===== src/rtl/alu_operand_feeder_pkg.sv =====
// Shared constants for the ALU operand feeder: default widths, ALU opcodes
// and the issue-FSM state encoding.
package alu_operand_feeder_pkg;

  localparam int DATA_W_DEF = 32;
  localparam int OP_W_DEF   = 3;
  localparam int REG_N_DEF  = 8;
  localparam int ADDR_W_DEF = 3;

  // ALU opcodes. The feeder never decodes these; they are listed so that
  // the ALU model and any checkers share one definition.
  localparam logic [2:0] OP_PASSA = 3'b000;
  localparam logic [2:0] OP_ADD   = 3'b001;
  localparam logic [2:0] OP_SUB   = 3'b010;
  localparam logic [2:0] OP_AND   = 3'b011;
  localparam logic [2:0] OP_OR    = 3'b100;
  localparam logic [2:0] OP_INC   = 3'b101;
  localparam logic [2:0] OP_DEC   = 3'b110;
  localparam logic [2:0] OP_PASSB = 3'b111;

  // Issue FSM encoding. 2'b11 is unused and falls back to IDLE.
  typedef logic [1:0] state_t;
  localparam state_t ST_IDLE = 2'b00;
  localparam state_t ST_READ = 2'b01;
  localparam state_t ST_EXEC = 2'b10;

  function automatic logic state_is_busy(input state_t s);
    return s != ST_IDLE;
  endfunction

endpackage


===== src/rtl/alu_operand_feeder_if.sv =====
// Bus bundle between the feeder, its instruction source, the preload port,
// the combinational ALU and the writeback consumer.
//
// Handshake: an instruction transfers on a rising clk edge where both
// in_valid and in_ready are 1. The source must hold in_valid and the
// instruction fields stable until that edge; in_ready does not depend on
// in_valid. ld_en, wb_valid are single-cycle strobes with no back-pressure.
interface alu_operand_feeder_if
  import alu_operand_feeder_pkg::*;
#(
  parameter int DATA_W = DATA_W_DEF,
  parameter int OP_W   = OP_W_DEF,
  parameter int ADDR_W = ADDR_W_DEF
);

  logic              in_valid;
  logic              in_ready;
  logic [OP_W-1:0]   in_op;
  logic [ADDR_W-1:0] in_rd;
  logic [ADDR_W-1:0] in_rs1;
  logic [ADDR_W-1:0] in_rs2;

  logic              ld_en;
  logic [ADDR_W-1:0] ld_addr;
  logic [DATA_W-1:0] ld_data;

  logic [OP_W-1:0]   alu_op;
  logic [DATA_W-1:0] alu_a;
  logic [DATA_W-1:0] alu_b;
  logic [DATA_W-1:0] alu_y;

  logic              wb_valid;
  logic [ADDR_W-1:0] wb_addr;
  logic [DATA_W-1:0] wb_data;
  logic              busy;

  // Feeder side
  modport slave (
    input  in_valid, in_op, in_rd, in_rs1, in_rs2,
    input  ld_en, ld_addr, ld_data,
    input  alu_y,
    output in_ready, alu_op, alu_a, alu_b,
    output wb_valid, wb_addr, wb_data, busy
  );

  // Instruction source / ALU / consumer side
  modport master (
    output in_valid, in_op, in_rd, in_rs1, in_rs2,
    output ld_en, ld_addr, ld_data,
    output alu_y,
    input  in_ready, alu_op, alu_a, alu_b,
    input  wb_valid, wb_addr, wb_data, busy
  );

endinterface


===== src/rtl/alu_operand_feeder_regfile.sv =====
// Register file: REG_N x DATA_W, two asynchronous read ports (the caller
// registers the data), one writeback port and one preload port. When both
// target the same entry on the same edge, writeback wins.
module alu_operand_feeder_regfile
  import alu_operand_feeder_pkg::*;
#(
  parameter int DATA_W = DATA_W_DEF,
  parameter int REG_N  = REG_N_DEF,
  parameter int ADDR_W = ADDR_W_DEF
) (
  input  logic              clk,
  input  logic              rst_n,
  input  logic [ADDR_W-1:0] i_rd_addr_a,
  input  logic [ADDR_W-1:0] i_rd_addr_b,
  output logic [DATA_W-1:0] o_rd_data_a,
  output logic [DATA_W-1:0] o_rd_data_b,
  input  logic              i_wb_en,
  input  logic [ADDR_W-1:0] i_wb_addr,
  input  logic [DATA_W-1:0] i_wb_data,
  input  logic              i_ld_en,
  input  logic [ADDR_W-1:0] i_ld_addr,
  input  logic [DATA_W-1:0] i_ld_data
);

  logic [DATA_W-1:0] r_mem [REG_N];

  // Per-entry write select: writeback has priority over preload.
  always_ff @(posedge clk or negedge rst_n) begin
    if (!rst_n) begin
      for (int i = 0; i < REG_N; i++) begin
        r_mem[i] <= '0;
      end
    end else begin
      for (int i = 0; i < REG_N; i++) begin
        if (i_wb_en && (i_wb_addr == ADDR_W'(i))) begin
          r_mem[i] <= i_wb_data;
        end else if (i_ld_en && (i_ld_addr == ADDR_W'(i))) begin
          r_mem[i] <= i_ld_data;
        end
      end
    end
  end

  assign o_rd_data_a = r_mem[i_rd_addr_a];
  assign o_rd_data_b = r_mem[i_rd_addr_b];

endmodule


===== src/rtl/alu_operand_feeder.sv =====
// Non-pipelined issue stage for the 8-op ALU: accept an instruction, read
// its operands in READ, hold them to the ALU for a full EXEC cycle, then
// write the ALU result back to rd and pulse wb_valid.
module alu_operand_feeder
  import alu_operand_feeder_pkg::*;
#(
  parameter int DATA_W = DATA_W_DEF,
  parameter int OP_W   = OP_W_DEF,
  parameter int REG_N  = REG_N_DEF,
  parameter int ADDR_W = ADDR_W_DEF
) (
  input  logic                 clk,
  input  logic                 rst_n,
  alu_operand_feeder_if.slave  bus,
  output state_t               dbg_state
);

  state_t            r_state;
  state_t            w_state_nxt;
  logic              w_in_ready;
  logic              w_accept;
  logic              w_wb_en;

  logic [OP_W-1:0]   r_op;
  logic [ADDR_W-1:0] r_rd;
  logic [ADDR_W-1:0] r_rs1;
  logic [ADDR_W-1:0] r_rs2;

  logic [OP_W-1:0]   r_alu_op;
  logic [DATA_W-1:0] r_alu_a;
  logic [DATA_W-1:0] r_alu_b;

  logic              r_wb_valid;
  logic [ADDR_W-1:0] r_wb_addr;
  logic [DATA_W-1:0] r_wb_data;

  logic [DATA_W-1:0] w_rd_a;
  logic [DATA_W-1:0] w_rd_b;

  // in_ready is forced low while reset is asserted, even though the state is IDLE.
  assign w_in_ready = rst_n && (r_state == ST_IDLE);
  assign w_accept   = bus.in_valid && w_in_ready;
  assign w_wb_en    = (r_state == ST_EXEC);

  // Next-state logic: IDLE -> READ -> EXEC -> IDLE; the spare code recovers to IDLE.
  always_comb begin
    w_state_nxt = ST_IDLE;
    case (r_state)
      ST_IDLE: w_state_nxt = w_accept ? ST_READ : ST_IDLE;
      ST_READ: w_state_nxt = ST_EXEC;
      ST_EXEC: w_state_nxt = ST_IDLE;
      default: w_state_nxt = ST_IDLE;
    endcase
  end

  // State register.
  always_ff @(posedge clk or negedge rst_n) begin
    if (!rst_n) begin
      r_state <= ST_IDLE;
    end else begin
      r_state <= w_state_nxt;
    end
  end

  // Instruction latch, loaded on the accepting edge.
  always_ff @(posedge clk or negedge rst_n) begin
    if (!rst_n) begin
      r_op  <= '0;
      r_rd  <= '0;
      r_rs1 <= '0;
      r_rs2 <= '0;
    end else if (w_accept) begin
      r_op  <= bus.in_op;
      r_rd  <= bus.in_rd;
      r_rs1 <= bus.in_rs1;
      r_rs2 <= bus.in_rs2;
    end
  end

  // ALU drive registers: sampled at the end of READ with pre-edge regfile
  // contents, then held through EXEC and IDLE.
  always_ff @(posedge clk or negedge rst_n) begin
    if (!rst_n) begin
      r_alu_op <= '0;
      r_alu_a  <= '0;
      r_alu_b  <= '0;
    end else if (r_state == ST_READ) begin
      r_alu_op <= r_op;
      r_alu_a  <= w_rd_a;
      r_alu_b  <= w_rd_b;
    end
  end

  // Writeback registers: valid pulses for one cycle, address/data hold.
  always_ff @(posedge clk or negedge rst_n) begin
    if (!rst_n) begin
      r_wb_valid <= 1'b0;
      r_wb_addr  <= '0;
      r_wb_data  <= '0;
    end else begin
      r_wb_valid <= w_wb_en;
      if (w_wb_en) begin
        r_wb_addr <= r_rd;
        r_wb_data <= bus.alu_y;
      end
    end
  end

  alu_operand_feeder_regfile #(
    .DATA_W (DATA_W),
    .REG_N  (REG_N),
    .ADDR_W (ADDR_W)
  ) u_regfile (
    .clk         (clk),
    .rst_n       (rst_n),
    .i_rd_addr_a (r_rs1),
    .i_rd_addr_b (r_rs2),
    .o_rd_data_a (w_rd_a),
    .o_rd_data_b (w_rd_b),
    .i_wb_en     (w_wb_en),
    .i_wb_addr   (r_rd),
    .i_wb_data   (bus.alu_y),
    .i_ld_en     (bus.ld_en),
    .i_ld_addr   (bus.ld_addr),
    .i_ld_data   (bus.ld_data)
  );

  assign bus.in_ready = w_in_ready;
  assign bus.alu_op   = r_alu_op;
  assign bus.alu_a    = r_alu_a;
  assign bus.alu_b    = r_alu_b;
  assign bus.wb_valid = r_wb_valid;
  assign bus.wb_addr  = r_wb_addr;
  assign bus.wb_data  = r_wb_data;
  assign bus.busy     = state_is_busy(r_state);
  assign dbg_state    = r_state;

endmodule

===== src/flat_wrapper.sv =====
// flat-port wrapper written by rule: the top's interface ports become plain ports
module alu_operand_feeder_flat import alu_operand_feeder_pkg::*;
#(
  parameter int DATA_W = DATA_W_DEF,
  parameter int OP_W   = OP_W_DEF,
  parameter int REG_N  = REG_N_DEF,
  parameter int ADDR_W = ADDR_W_DEF
)
  (clk, rst_n, dbg_state, bus_in_valid, bus_in_op, bus_in_rd, bus_in_rs1, bus_in_rs2, bus_ld_en, bus_ld_addr, bus_ld_data, bus_alu_y, bus_in_ready, bus_alu_op, bus_alu_a, bus_alu_b, bus_wb_valid, bus_wb_addr, bus_wb_data, bus_busy);
  alu_operand_feeder_if #(.DATA_W(DATA_W), .OP_W(OP_W), .ADDR_W(ADDR_W)) bus_i ();
  input  logic clk;
  input  logic rst_n;
  output state_t dbg_state;
  input wire logic [$bits(bus_i.in_valid)-1:0] bus_in_valid;
  input wire logic [$bits(bus_i.in_op)-1:0] bus_in_op;
  input wire logic [$bits(bus_i.in_rd)-1:0] bus_in_rd;
  input wire logic [$bits(bus_i.in_rs1)-1:0] bus_in_rs1;
  input wire logic [$bits(bus_i.in_rs2)-1:0] bus_in_rs2;
  input wire logic [$bits(bus_i.ld_en)-1:0] bus_ld_en;
  input wire logic [$bits(bus_i.ld_addr)-1:0] bus_ld_addr;
  input wire logic [$bits(bus_i.ld_data)-1:0] bus_ld_data;
  input wire logic [$bits(bus_i.alu_y)-1:0] bus_alu_y;
  output wire logic [$bits(bus_i.in_ready)-1:0] bus_in_ready;
  output wire logic [$bits(bus_i.alu_op)-1:0] bus_alu_op;
  output wire logic [$bits(bus_i.alu_a)-1:0] bus_alu_a;
  output wire logic [$bits(bus_i.alu_b)-1:0] bus_alu_b;
  output wire logic [$bits(bus_i.wb_valid)-1:0] bus_wb_valid;
  output wire logic [$bits(bus_i.wb_addr)-1:0] bus_wb_addr;
  output wire logic [$bits(bus_i.wb_data)-1:0] bus_wb_data;
  output wire logic [$bits(bus_i.busy)-1:0] bus_busy;
  assign bus_i.in_valid = bus_in_valid;
  assign bus_i.in_op = bus_in_op;
  assign bus_i.in_rd = bus_in_rd;
  assign bus_i.in_rs1 = bus_in_rs1;
  assign bus_i.in_rs2 = bus_in_rs2;
  assign bus_i.ld_en = bus_ld_en;
  assign bus_i.ld_addr = bus_ld_addr;
  assign bus_i.ld_data = bus_ld_data;
  assign bus_i.alu_y = bus_alu_y;
  assign bus_in_ready = bus_i.in_ready;
  assign bus_alu_op = bus_i.alu_op;
  assign bus_alu_a = bus_i.alu_a;
  assign bus_alu_b = bus_i.alu_b;
  assign bus_wb_valid = bus_i.wb_valid;
  assign bus_wb_addr = bus_i.wb_addr;
  assign bus_wb_data = bus_i.wb_data;
  assign bus_busy = bus_i.busy;
  alu_operand_feeder #(.DATA_W(DATA_W), .OP_W(OP_W), .REG_N(REG_N), .ADDR_W(ADDR_W)) u_core (.clk(clk), .rst_n(rst_n), .bus(bus_i), .dbg_state(dbg_state));
endmodule

===== config.mk =====
export PLATFORM = sky130hd
export DESIGN_NAME = alu_operand_feeder_flat
export DESIGN_NICKNAME = d
export VERILOG_FILES = /design/src/rtl/alu_operand_feeder_pkg.sv /design/src/rtl/alu_operand_feeder_if.sv /design/src/rtl/alu_operand_feeder_regfile.sv /design/src/rtl/alu_operand_feeder.sv /design/src/flat_wrapper.sv
export SDC_FILE = /design/constraint.sdc
export NUM_CORES = 1
export LEC_CHECK = 0
export CORE_MARGIN = 4
export CORE_UTILIZATION = 47
export DETAILED_ROUTE_END_ITERATION = 6
export GPL_ROUTABILITY_DRIVEN = 0
export PLACE_DENSITY = 0.75
export SYNTH_ARGS = -nofsm -noshare
export SYNTH_HDL_FRONTEND = slang
export SYNTH_SLANG_ARGS = --single-unit
export TNS_END_PERCENT = 20

===== constraint.sdc =====
create_clock -name clk -period 1.9 [get_ports clk]
set_clock_uncertainty 0.2 [all_clocks]
set_input_delay 0.285 -clock clk [delete_from_list [all_inputs] [get_ports clk]]
set_output_delay 0.285 -clock clk [all_outputs]
set_load 0.05 [all_outputs]

# Yosys cells after proc, flatten, opt, wreduce, memory -nomap -nowiden
# Cells that the tools add are included.
# word_totals
regBits	373
output_inout_bits	107
in_bits	83
word_cells	93
# classes
mux	24
eq_ne	16
n_lt_le_gt_ge	2
n_reduce_logical	30
bitwise_logic	2
# op_table
op	n
32-bit 2-to-1 mux	20
32-bit binary-select mux with 3-bit select	2
3-bit equality test, second input constant	8
1-bit logical AND	18
2-bit nonzero test	9
3-bit by 2-bit equality test with 1-bit output, second input constant	4
4-bit >= comparator, second input constant	2
3-bit NOT with 4-bit output	2
3-bit by 1-bit equality test with 1-bit output, second input constant	2
3-bit logical NOT	2
2-bit case mux with 2 select lines	1
2-bit by 1-bit equality test with 1-bit output, second input constant	1
2-bit equality test, second input constant	1
2-bit logical NOT	1
1-bit 2-to-1 mux	1

# Longest topological paths before layout
# Gate-level depths: netlist of run 1.
# logic_depth
word_depth	5
ltp_mapped	7
ltp_nobuf	4

# Hierarchy
# Synthesis of run 1 repeated with hierarchy kept, for this count alone.
# unflattened
cells_unflattened	1671
hier_area_um2	20749.9
# by_module_without_submodules
mod	area_per_inst_um2	n_inst	cells_each	seq_area_each_um2
alu_operand_feeder_regfile	16330.7	1	1420	6406.1
alu_operand_feeder	4419.2	1	251	2927.8

# Worst setup path before layout of run 1
# OpenSTA, ideal clock, no wires.
# synth_path
path_kind	register to register
start	register u_core.r_state[0], in the netlist u_core.dbg_state[0]
end	register u_core.r_op[0]
path_slack_ps	-1207
stages_incl_launch_ff	6
synth_period_minus_slack_ps	3107
path_buffers	2
arrival_time_ps	2782
setup_time_ps	125
t_required_ps	1575
path_cell_list	dfrtp_1 nor3b_1 and2_1 clkbuf_1 buf_4 mux2_2
# synth_via
elab_chain_len	3
# synth_rtl
element	line_no	source
start: declaration	alu_operand_feeder.sv:18	state_t r_state;
start signal: assignment	alu_operand_feeder.sv:61	r_state <= w_state_nxt;
2-bit logical NOT	alu_operand_feeder.sv:41	assign w_in_ready = rst_n && (r_state == ST_IDLE);
1-bit logical AND	alu_operand_feeder.sv:41	
named net bus_in_ready	flat_wrapper.sv:23	output wire logic [$bits(bus_i.in_ready)-1:0] bus_in_ready;
1-bit logical AND	alu_operand_feeder.sv:42	assign w_accept = bus.in_valid && w_in_ready;
end signal: assignment	alu_operand_feeder.sv:73	r_op <= bus.in_op;
end: declaration	alu_operand_feeder.sv:24	logic [OP_W-1:0] r_op;
# The timed path passes the listed nets, and every way through them passes these cells.
# A chain may end at the register's enable or synchronous reset.

# Worst setup path after layout of run 1
# layout_path
start	register u_core.r_state[0], in the netlist u_core.dbg_state[0]
end	output port bus_in_ready
# layout_via
elab_chain_len	2
# layout_rtl
element	line_no
2-bit logical NOT	alu_operand_feeder.sv:41
1-bit logical AND	alu_operand_feeder.sv:41
end: declaration	flat_wrapper.sv:23
# No other way between the ends.

==> impl_results.md, run 1 <==
* CTS Buffer Depth at 3
* Fill cells at 3,608
* Final Cell Area at 0.0263 sq mm
* Synth area leaders: dfrtp_1 (43%), mux2_2 (27%), mux2_4 (8.4%), mux2i_1 (5.9%), nand2_1 (3.2%)
* Clock Power Share at 0.220
* Final wirelength at 62.9 mm
* Syn_area_per_cell at 12.7 sq um
* Slew Viols, Final at 0
* Syn nets at 1,775
* Hold Fails Final Rpt at 0
* Netlist cell types at 32
* Die area at 0.0493 sq mm
* First-pass GRT wire length at 95.5 mm
* Row count at 78
* Sw Pwr at 13.4 mW
* DR vias/cell at 5.99
* Warnings from Yosys at 0
* Cells after Synth at 1,692
* Die W at 222 um
* Logic pwr share at 0.427
* IO Pins at 190
* Top-area cell type share of the netlist area at 0.433
* Tot Pwr at 36.7 mW
* Data arrival time of the critical path at 1.53 ns
* DRT iter0 DRCs at 1,144
* Synth-to-layout area growth at 22.2%
* Top_reg_cell synth: dfrtp_1
* GR Overflow Total at 0
* P_leak at 11.8 nW
* Post-DRT Antenna Nets at 0
* Max Freq at 497 MHz
* RSZ-0062 raised after global routing: true
* Tmin final at 2.01 ns
* Mapped cell area at 0.0215 sq mm
* Endpoints failing setup at 16
* Worst EP required at 1.41 ns
* Port bufs at 189
* Final non-filler cell total at 2,536
* Global Route met1 Usage at 0.328
* Sequential cell area at 0.00935 sq mm
* CP Capture Type: output port
* Multi-input gate area at 0.0116 sq mm
* Wire per inst at 24.8 um
* Grt peak-use layer: met2
* Clk slew on worst S/H paths at 0.06 ns
* Insertion delay to the later sink of the worst-skew pair at 0.56 ns
* Max Cap Violations at 0
* Die outline height at 222 um
* Fraction of registers with async set/reset at 1.00
* Post-DP HPWL at 40.0 mm
* Pwr per Cell Area at 1400 mW/mm^2
* Initial antenna violation count at 1
* Sum of negative setup slack at -0.415 ns
* TritonCTS Sinks at 373
* Placed instance area at 0.0248 sq mm
* Vias in the first global route at 15,987
* Startpoint Class: register
* Violated checks: negative setup slack
* CTS Root Cell: clkbuf_16
* Slew @ Worst Pin at 0.803 ns
* Final nets at 1,985
* Register area share after synthesis at 0.433
* Period utilisation layout at 1.06
* DRT Pass-1 Iters at 5
* Met2 Use GR at 0.411
* CTS buffer count at 42
* Synth top cells by count: mux2_2 (516), dfrtp_1 (373), nand2_1 (183), mux2i_1 (128), mux2_4 (120)
* Status: complete, but fails checks
* Grt met3 use at 0.0429
* Core footprint at 0.0454 sq mm
* CP Max Fanout at 4
* Placed Cells at 2,446
* WS Path Type: reg -> out
* H-tree depth at 2
* Pin count of the biggest net entering global routing at 116
* Worst setup margin at -0.112 ns
* Seq cells post-synth at 373
* Worst hold path class: in -> reg
* Gr usage total at 0.245
* Drt drc at 0
* Layout cells sized above 1 at 0.493
* Total number of vias at 15,189
* Post-synth EDFFs at 0
* Switching portion of total power at 0.365
* Cell type with the largest total area after synthesis: dfrtp_1
* Reg power frac at 0.352
* Starting Density at 0.475
* Pint at 23.3 mW
* TritonCTS clock tree: done
* Slew Limit Headroom at 0.464
* Worst VDD drop at 0.000883 V
* Top-count cell post-synth: mux2_2
-- final timing paths --
kind	slack, ns	to	depth (start not counted)	startpoint
max	-0.11	bus_in_ready	4	u_core.dbg_state[0]$_DFF_PN0_
min	0.15	u_core.r_rs2[1]$_DFFE_PN0P_	2	bus_in_rs2[1]
max reg2reg	-0.05	u_core.u_regfile.r_mem[18]$_DFFE_PN0P_	6	u_core.dbg_state[0]$_DFF_PN0_
min reg2reg	0.28	u_core.bus.wb_data[27]$_DFFE_PN0P_	2	u_core.bus.wb_data[27]$_DFFE_PN0P_
max in group asynchronous	0.23	u_core.u_regfile.r_mem[198]$_DFFE_PN0P_	3	rst_n
min in group asynchronous	0.64	u_core.u_regfile.r_mem[247]$_DFFE_PN0P_	3	rst_n
-- state kept, by name, summed over array words and instances (netlist names) --
signal / flops
u_core.bus.alu_op: 3
u_core.bus.wb_data: 32
u_core.r_rd: 3
u_core.bus.alu_a: 32
u_core.dbg_state: 2
u_core.bus.alu_b: 32
u_core.r_op: 3
u_core.r_rs2: 3
u_core.u_regfile.r_mem: 256
u_core.r_rs1: 3
u_core.bus.wb_valid: 1
u_core.bus.wb_addr: 3
-- critical path, stage by stage (launching register included) --
cell and delay, ns:
dfrtp_2 0.41, buf_6 0.13, nor3b_4 0.17, buf_4 0.14, buf_12 0.12
-- per-stage QoR --
stage	setup WS (ns)	hold slack, ns	util
after floorplan	-0.302	-0.211	-
after global placement	-0.579	0.213	0.546
after detailed placement	-0.614	0.210	0.546
after CTS	-0.223	0.122	0.577
after global routing	-0.167	0.139	0.580
final	-0.112	0.147	0.580
-- layout make-up --
type | instances | area share
repair buffers | 299 | 0.121
well taps | 600 | 0.0285
flip-flops and latches | 373 | 0.355
inverters | 2 | 0.000380
clock inverters | 6 | 0.00143
multi-input cells | 1184 | 0.442
diodes | 1 | 0.0000951
clock buffers | 71 | 0.0511
-- cells in the final DEF, fill, tap and decap left out, drive strengths merged --
| cell | instances |
|---|---|
| a22o | 64 |
| nor3b | 2 |
| dlygate4sd2 | 2 |
| dfrtp | 373 |
| nor4b | 1 |
| nand2 | 183 |
| clkbuf | 71 |
| and4bb | 2 |
| nor2b | 5 |
| nor2 | 3 |
| nand2b | 4 |
| nor4bb | 1 |
| nand3 | 4 |
| mux2i | 128 |
| o31ai | 64 |
| inv | 2 |
| nand4b | 3 |
| clkinvlp | 3 |
| diode | 1 |
| dlygate4sd3 | 1 |
| clkinv | 3 |
| o22ai | 64 |
| and2 | 1 |
| nand4 | 2 |
| or2 | 1 |
| buf | 217 |
| clkdlybuf4s50 | 79 |
| mux2 | 652 |
-- repair_timing --
item / 4_1_cts / 5_1_grt
cloned: 0 / 1
buffers inserted: 2 / 8
setup endpoints to repair: 41 / 150
hold buffers: 1 / 0
hold endpoints to repair: 373 / 0
resized for setup: 7 / 7
pin swaps: 10 / 0
-- layer usage --
metal / up-vias / wire [um]
met5: - / 0
met4: 0 / 1770
met1: 7910 / 27400
li1: 6697 / -
met3: 137 / 3300
met2: 445 / 30400
-- power groups by stage --
stage          sequential [mW]  clock [mW]  combinational, mW
4_1_cts                   12.9        8.26               15.6
3_3_place_gp              12.7           0               15.1
3_5_place_dp              13.0           0               15.4
6_report                  12.9        8.09               15.7
5_1_grt                   13.2        8.59               16.7
2_1_floorplan             15.1           0               8.50
-- logic make-up after synthesis --
| logic type | count (synthesis) | share of synthesized area |
|---|---|---|
| muxes | 780 | 0.421 |
| AOI/OAI and AO/OA | 192 | 0.0669 |
| and+or+nand+nor | 211 | 0.0447 |
| DFF | 373 | 0.433 |
| buffers and inverters | 136 | 0.0337 |
Power figures use the tool's default switching activity.
==> run 2: changes to the inputs <==
--- a/config.mk
+++ b/config.mk
@@ -5,11 +5,13 @@
 export SDC_FILE = /design/constraint.sdc
 export NUM_CORES = 1
 export LEC_CHECK = 0
+export CELL_PAD_IN_SITES_DETAIL_PLACEMENT = 1
+export CELL_PAD_IN_SITES_GLOBAL_PLACEMENT = 1
 export CORE_MARGIN = 4
 export CORE_UTILIZATION = 47
 export DETAILED_ROUTE_END_ITERATION = 6
 export GPL_ROUTABILITY_DRIVEN = 0
-export PLACE_DENSITY = 0.75
+export PLACE_DENSITY = 0.84
 export SYNTH_ARGS = -nofsm -noshare
 export SYNTH_HDL_FRONTEND = slang
 export SYNTH_SLANG_ARGS = --single-unit
==> constraint.sdc (replaced) <==
create_clock -name clk -period 2.4 [get_ports clk]
set_clock_uncertainty 0.2 [all_clocks]
set_input_delay 0.36 -clock clk [delete_from_list [all_inputs] [get_ports clk]]
set_output_delay 0.36 -clock clk [all_outputs]
set_load 0.05 [all_outputs]
==> run 2 against run 1 <==
  * The run now ends clean
  * Sequential power is 19% lower
  * Register-to-register slack better by 0.13 ns
  * Wire length is 13% higher
  * Final area is 1.5% lower
  * Hold slack better by 0.046 ns
  * Die area stayed put
  * Critical path depth is 3 lower
  * Power is 20% lower
  * Setup slack better by 0.15 ns
  * Core utilization is 0.88 points lower
  * Clock power is 22% lower
  * Non-clock buffer count is 33 lower
  * Critical endpoint is now bus_wb_data[25]
  * Largest power group unchanged
==> impl_results.md, run 2 (synthesized netlist as in run 1, its figures left out) <==
* TritonCTS Sinks at 373
* Die outline height at 222 um
* Startpoint Class: register
* Clk slew on worst S/H paths at 0.06 ns
* TritonCTS clock tree: done
* Slew Limit Headroom at 0.336
* Layout cells sized above 1 at 0.423
* Status: finished clean
* DP Worst Slack at -0.238 ns
* DRT iter0 DRCs at 1,037
* Wire per inst at 28.4 um
* WS Path Type: reg -> out
* Worst Path Buf+Inv at 1
* Post-DRT Antenna Nets at 0
* Die area at 0.0493 sq mm
* GR Overflow Total at 0
* DRT Pass-1 Iters at 4
* Commonest non-fill, non-tap cell in the layout: mux2_2
* IO Pins at 190
* Worst EP required at 1.84 ns
* Hold depth at 2
* RSZ-0062 raised after global routing: false
* Max Cap Violations at 0
* Final non-filler cell total at 2,500
* Data arrival time of the critical path at 1.81 ns
* CTS Root Cell: clkbuf_16
* Worst hold path class: in -> reg
* Post-DP HPWL at 44.0 mm
* CTS Buffer Depth at 3
* Period utilisation layout at 0.986
* Endpoints failing setup at 0
* Crit-path leading delay family: buffers and inverters
* Slew Viols, Final at 0
* Max Freq at 423 MHz
* Commonest non-fill, non-tap cells in the layout: mux2_2 (516), dfrtp_1 (371), nand2_1 (178)
* Pin count of the biggest net entering global routing at 168
* Port bufs at 189
* Crit path cell chain: clkdlybuf4s50_1
* Initial antenna violation count at 2
* Pwr per Cell Area at 1140 mW/mm^2
* CTS buffer count at 43
* CP Max Fanout at 2
* Insertion delay to the later sink of the worst-skew pair at 0.59 ns
* Max FFs per register at 256
* First-pass GRT wire length at 109 mm
* Postcts setup bufs at 0
* Vias in the first global route at 17,365
* Critical path's largest stage delay at 0.84 ns
* Placed Cells at 2,423
* Gr usage total at 0.282
* Core footprint at 0.0454 sq mm
* Worst VDD drop at 0.000540 V
* Total number of vias at 15,501
* Tmin final at 2.37 ns
* DR vias/cell at 6.20
* Slowest-stage cell, CP: clkdlybuf4s50_1
* Top reg by flops: u_core.u_regfile.r_mem
* Drt drc at 0
* CP Capture Type: output port
* Final nets at 1,952
* Final wirelength at 71.1 mm
* Row count at 78
* Worst setup margin at 0.0346 ns
* Slew @ Worst Pin at 0.996 ns
* P_leak at 11.4 nW
* Die W at 222 um
* Worst reg2reg path depth at 4
* Starting Density at 0.475
* Hold Fails Final Rpt at 0
* Levels on crit path at 1
* Number of diodes at 0
* H-tree depth at 2
* Synth-to-layout area growth at 20.3%
run 2: changes by cell type in the layout (fill, tap and decap cells not counted), moves of 4 or more:
cell             change
buf_4              -113
clkdlybuf4s50_1     +88
buf_12              -22
dlymetal6s2s_1       +5
clkbuf_1             +4
clkbuf_8             -7
dlygate4sd2_1       +13
run 2: repair_timing:
item                                    4_1_cts  5_1_grt
hold buffers                                  1        0
endpoints found under the hold margin       373        0
gates resized for setup                      15        5
endpoints found under the setup margin       15        5
run 2: power by group:
group / switching, mW / leakage (nW) / total [mW] / internal (mW)
clock: 2.74 / 0.631 / 6.33 / 3.59
combinational: 6.58 / 6.40 / 12.7 / 6.15
sequential: 1.91 / 4.41 / 10.4 / 8.49
run 2: per-stage QoR:
stage	hold WS, ns	utilization	cell area (sq um)	total power, mW	setup TNS, ns
2_1_floorplan	-0.136	-	21500	18.7	0
3_3_place_gp	0.250	0.542	24600	22.2	-16.78
3_5_place_dp	0.268	0.542	24600	23.0	-27.66
4_1_cts	0.178	0.571	25900	29.5	0
5_1_grt	0.189	0.571	25900	30.8	0
6_report	0.192	0.571	25900	29.4	0
run 2: final cells by class:
cell class                      count  area, sq um
Clock buffer                       66         1210
Clock inverter                     10         91.3
Fill cell                        4470        19500
Inverter                            2         7.51
Multi-Input combinational cell   1183        11600
Sequential cell                   373         9340
Tap cell                          600          751
Timing Repair Buffer              266         2910
run 2: worst paths after layout:
path                                               startpoint                                       to  slack [ns]
hold reg to reg              u_core.bus.alu_a[23]$_DFFE_PN0N_         u_core.bus.alu_a[23]$_DFFE_PN0N_        0.28
min in group asynchronous                               rst_n   u_core.u_regfile.r_mem[92]$_DFFE_PN0P_        0.27
hold / removal                                  bus_in_rs2[0]              u_core.r_rs2[0]$_DFFE_PN0P_        0.19
setup reg to reg                  u_core.r_rs2[1]$_DFFE_PN0P_          u_core.bus.alu_b[6]$_DFFE_PN0N_        0.08
setup / recovery           u_core.bus.wb_data[25]$_DFFE_PN0P_                          bus_wb_data[25]        0.03
max in group asynchronous                               rst_n  u_core.u_regfile.r_mem[233]$_DFFE_PN0P_        0.86
run 2: metal layers:
layer / part of all wire / track usage / vias up
met1: 0.43 / 0.367 / 8265
met3: 0.044 / 0.0441 / 148
li1: - / - / 6622
met4: 0.029 / 0.0866 / 4
met5: 0.00048 / 0 / -
met2: 0.50 / 0.487 / 462
==> run 3: changes to the inputs <==
--- a/config.mk
+++ b/config.mk
@@ -7,7 +7,6 @@
 export LEC_CHECK = 0
 export CELL_PAD_IN_SITES_DETAIL_PLACEMENT = 1
 export CELL_PAD_IN_SITES_GLOBAL_PLACEMENT = 1
-export CORE_MARGIN = 4
 export CORE_UTILIZATION = 47
 export DETAILED_ROUTE_END_ITERATION = 6
 export GPL_ROUTABILITY_DRIVEN = 0
==> run 3 against run 2 <==
  * Maximum frequency decreased by 0.44%
  * Setup slack got worse by 0.011 ns
  * Clock-buffer cell count grew 1
  * Global-route usage up 2.2 points
  * Non-clock buffer count is 8 lower
  * Sequential power about the same
  * Power grew 0.45%
  * Final area up 0.23%
  * Critical path depth unchanged
  * Die area is 5.3% lower
  * Hold slack better by 0.028 ns
  * Critical path type unchanged
  * Highest routed layer is now met4
==> impl_results.md, run 3 (synthesized netlist as in run 1, its figures left out) <==
* Sum of negative setup slack at 0 ns
* Die outline height at 216 um
* Commonest non-fill, non-tap cell in the layout: mux2_2
* Clk slew on worst S/H paths at 0.05 ns
* Pwr per Cell Area at 1140 mW/mm^2
* Critical path's largest stage delay at 0.83 ns
* Total number of vias at 15,513
* Number of diodes at 0
* CTS Root Cell: clkbuf_16
* Core footprint at 0.0453 sq mm
* Final non-filler cell total at 2,493
* Wire per inst at 28.3 um
* Top reg by flops: u_core.u_regfile.r_mem
* Crit path cell chain: clkdlybuf4s50_1
* Status: finished clean
* TritonCTS Sinks at 373
* Worst VDD drop at 0.000619 V
* Drt drc at 0
* DRT Pass-1 Iters at 5
* Slew @ Worst Pin at 1.09 ns
* Slowest-stage cell, CP: clkdlybuf4s50_1
* Max FFs per register at 256
* Startpoint Class: register
* Vias in the first global route at 17,331
* Die area at 0.0467 sq mm
* Synth-to-layout area growth at 20.6%
* IO Pins at 190
* WS Path Type: reg -> out
* Layout cells sized above 1 at 0.422
* Endpoints failing setup at 0
* CTS Buffer Depth at 3
* Max Cap Violations at 0
* Worst Path Buf+Inv at 1
* TritonCTS clock tree: done
* Slew Limit Headroom at 0.275
* H-tree depth at 2
* DRT iter0 DRCs at 994
* Post-DRT Antenna Nets at 0
* Gr usage total at 0.305
* Die W at 216 um
* Starting Density at 0.476
* Insertion delay to the later sink of the worst-skew pair at 0.57 ns
* Placed instance area at 0.0246 sq mm
* CTS buffer count at 43
* First-pass GRT wire length at 109 mm
* CP Max Fanout at 2
* P_leak at 11.4 nW
* Initial antenna violation count at 0
* Data arrival time of the critical path at 1.82 ns
* Slew Viols, Final at 0
* GR Overflow Total at 0
* Tmin final at 2.38 ns
* Worst hold path class: in -> reg
* Final wirelength at 70.6 mm
* Hold Fails Final Rpt at 0
* CP Capture Type: output port
* Pin count of the biggest net entering global routing at 129
* Max Freq at 421 MHz
* Crit-path leading delay family: buffers and inverters
* Commonest non-fill, non-tap cells in the layout: mux2_2 (516), dfrtp_1 (371), nand2_1 (178)
* Post-DP HPWL at 43.1 mm
* DP Worst Slack at -0.283 ns
* Row count at 78
* Final nets at 1,944
* Worst EP required at 1.84 ns
* Worst setup margin at 0.0241 ns
* Placed Cells at 2,412
* Period utilisation layout at 0.990
* DR vias/cell at 6.22
* Port bufs at 189
* Final Cell Area at 0.0260 sq mm
* RSZ-0062 raised after global routing: true
* Hold slack final at 0.220 ns
==> run 3: cell types whose count changed in the layout (fill, tap and decap cells not counted), sizes merged <==
cell / change
clkinv: +4
dlymetal6s2s: -2
dlygate4sd2: -5
clkdlybuf4s50: +7
clkbuf: +1
inv: -3
buf: -9
clkinvlp: -1
dlygate4sd3: +1
==> run 3: per-stage QoR <==
step	utilization	power [mW]
2_1_floorplan	-	18.7
3_3_place_gp	0.543	22.1
3_5_place_dp	0.543	22.9
4_1_cts	0.573	29.6
5_1_grt	0.574	30.8
6_report	0.574	29.6
==> run 3: final cells by class <==
type                    count  area, sq um
clock buffers              67         1290
clock inverters            10         77.6
fillers                  4489        19300
inverters                   2         7.51
multi-input cells        1183        11600
flip-flops and latches    373         9340
well taps                 600          751
repair buffers            258         2910
==> run 3: worst paths after layout <==
| path | startpoint | endpoint | slack, ns | cells after the start |
|---|---|---|---|---|
| min | bus_in_rs1[0] | u_core.r_rs1[0]$_DFFE_PN0P_ | 0.22 | 2 |
| max in group asynchronous | rst_n | u_core.bus.wb_data[8]$_DFFE_PN0P_ | 1.03 | 3 |
| min in group asynchronous | rst_n | u_core.bus.wb_data[21]$_DFFE_PN0P_ | 0.32 | 3 |
| min reg2reg | u_core.bus.alu_a[23]$_DFFE_PN0N_ | u_core.bus.alu_a[23]$_DFFE_PN0N_ | 0.27 | 2 |
| max | u_core.bus.alu_b[26]$_DFFE_PN0N_ | bus_alu_b[26] | 0.02 | 1 |
| max reg2reg | u_core.r_rs1[1]$_DFFE_PN0P_ | u_core.bus.alu_a[17]$_DFFE_PN0N_ | 0.04 | 4 |
==> run 3: what timing repair did <==
item                                   in CTS  in global routing
endpoints found under the hold margin     373                  0
pin swaps                                   0                  0
hold buffers                                2                  0
setup endpoints to repair                  10                  9
buffers inserted                            0                  2
resized for setup                          10                  3
==> run 3: worst register-to-register path, stage by stage, from the launching register on <==
cell	delay [ns]
dfrtp_1	0.48
nor2b_4	0.86
buf_4	0.40
a22o_1	0.21
o31ai_1	0.08
==> run 3: report_power, final <==
group	switching [mW]	internal, mW	leakage [nW]
Clock	2.69	3.79	0.674
Combinational	6.54	6.16	6.33
Sequential	1.91	8.49	4.41
Total	11.1	18.4	11.4
==> run 3: routing by layer <==
layer	global-route usage	share of wire	routed length [um]
met1	0.393	0.42	29600
met2	0.517	0.50	35300
met3	0.0505	0.052	3680
met4	0.103	0.030	2110
met5	0	0	0
==> RTL edit, RTL diff (config.mk and constraints of run 1) <==
The package constant `REG_N_DEF` goes from 8 to 4.
--- a/src/rtl/alu_operand_feeder_pkg.sv
+++ b/src/rtl/alu_operand_feeder_pkg.sv
@@ -5,5 +5,5 @@
   localparam int DATA_W_DEF = 32;
   localparam int OP_W_DEF   = 3;
-  localparam int REG_N_DEF  = 8;
+  localparam int REG_N_DEF  = 4;
   localparam int ADDR_W_DEF = 3;
 
Function: changed (Yosys sat finds a counterexample within 4 cycles, from zero or initial values and one cycle with rst_n low).
==> RTL edit against run 1 <==
  * The run still ends with setup timing left
  * Sequential cell count is 130 lower
  * Area after synthesis decreased by 43%
  * Routed wire length decreased by 52%
  * Critical path depth rose by 1
  * Final area fell by 41%
  * Total power decreased by 35%
  * Setup slack improved by 17 ps
  * Synthesized cell count down 52%
  * Critical endpoint is now u_core.u_regfile.r_mem[107]$_DFFE_PN0P_
  * Largest cell class is now flip-flops and latches
  * Largest power group unchanged
==> RTL edit: results <==
group,metric,value,unit
clocking,h-tree-depth,1,
synth,synth_nets,903,
global_route,met2_usage,36.08,%
placement,io_buffers,187,
global_route,met3_usage,3.680,%
power_and_ir_drop,ir_worst_vdd,0.001056,V
cells_and_area,diodes,0,
cells_and_area,layout.nets,1106,
placement,dpl_cell_area,14580,um^2
global_route,antenna_found_initial,1,
power_and_ir_drop,p_sw_share,36.87,%
worst_setup_path,critPathArrivalTime,2200,ps
route,drtIter0Drc,357,
hold_path,whs_path_depth,3,
clocking,cts_inserted_buffers,27,
power_and_ir_drop,p_total,0.02405,W
route,vias,7616,
route,met2_length,14920,um
clocking,cts_resized,24,
power_and_ir_drop,p_leak,6.815,nW
placement,placed_cells,1318,
outcome,status,"finished with violations",
timing,tightest_slew,647.6,ps
clocking,root_buffer,"clkbuf_16",
worst_setup_path,reg2regPathDepth,5,
cells_and_area,final_cells,1372,
placement,place_ws,-617.3,ps
power_and_ir_drop,pwr-share-seq,34.8,%
timing,setup_viol,96,
cells_and_area,largest_register_ff_count,128,
synth,synth_cell_type_count,23,
timing,fin_ws,-94.86,ps
route,wl_met3,1494,um
route,top_layer_used,"met5",
clocking,clk_latency,530,ps
global_route,grt_pass1_vias,8371,
placement,dpl.hpwl,19400,um
global_route,grt.total_usage,21.20,%
worst_setup_path,cp-endpoint,"u_core.u_regfile.r_mem[107]$_DFFE_PN0P_",
cells_and_area,layout-drive-gt1-share,57.87,%
hold_path,min_to,"u_core.dbg_state[0]$_DFF_PN0_",
global_route,grt_max_degree,118,
global_route,grt_pass1_wl,48420,um
synth,yosys-top-cells-count,"mux2_2, dfrtp_1, nand2_1",
outcome,violations,"setup timing",
route,routedWlPerCell,21.85,um
hold_path,holdCritStartpoint,"rst_n",
worst_setup_path,crit_path_max_fanout,17,
route,wl_met1,12980,um
synth,postSynthAreaPerCell,14.97,um^2
timing,final.setup.tns,-3815,ps
synth,synthTopCellsByArea,"dfrtp_1, mux2_2, mux4_2, mux2_4, nand2_1",
clocking,post_cts_buffers,3,
timing,holdWs,67.48,ps
cells_and_area,largest-register,"u_core.u_regfile.r_mem",
global_route,grt_use_met1,28.79,%
synth,ys_seq_area_share,49.53,%
==> RTL edit: changes by cell type in the layout (fill, tap and decap cells not counted), moves of 61 or more <==
cell     change
mux2i_1    -128
o22ai_1     -64
nand2_1     -73
a22o_1      -64
mux2_2     -238
dfrtp_1    -131
mux2_4      -77
o31ai_1     -61
mux4_2      +64
==> RTL edit: critical path, cell delays in order (launching register included) <==
cell	delay, ps
dfrtp_2	410
nand2b_4	160
buf_6	130
or4_4	460
buf_12	200
mux2_4	310
==> RTL edit: layout make-up <==
class,instances,area (um^2)
Fill cell,1907,9823
Sequential cell,243,6088
Clock buffer,38,797.0
Clock inverter,10,107.6
Tap cell,330,412.9
Inverter,1,3.754
Timing Repair Buffer,235,2305
Multi-Input combinational cell,515,5934
==> RTL edit: kinds of logic (layout without fill, tap and decap cells) <==
family	count (synthesis)	in the layout	share of synthesized area [%]
and+or+nand+nor	118	118	4.230
DFF	243	243	49.53
muxes	397	397	43.20
buffers and inverters	62	284	3.037
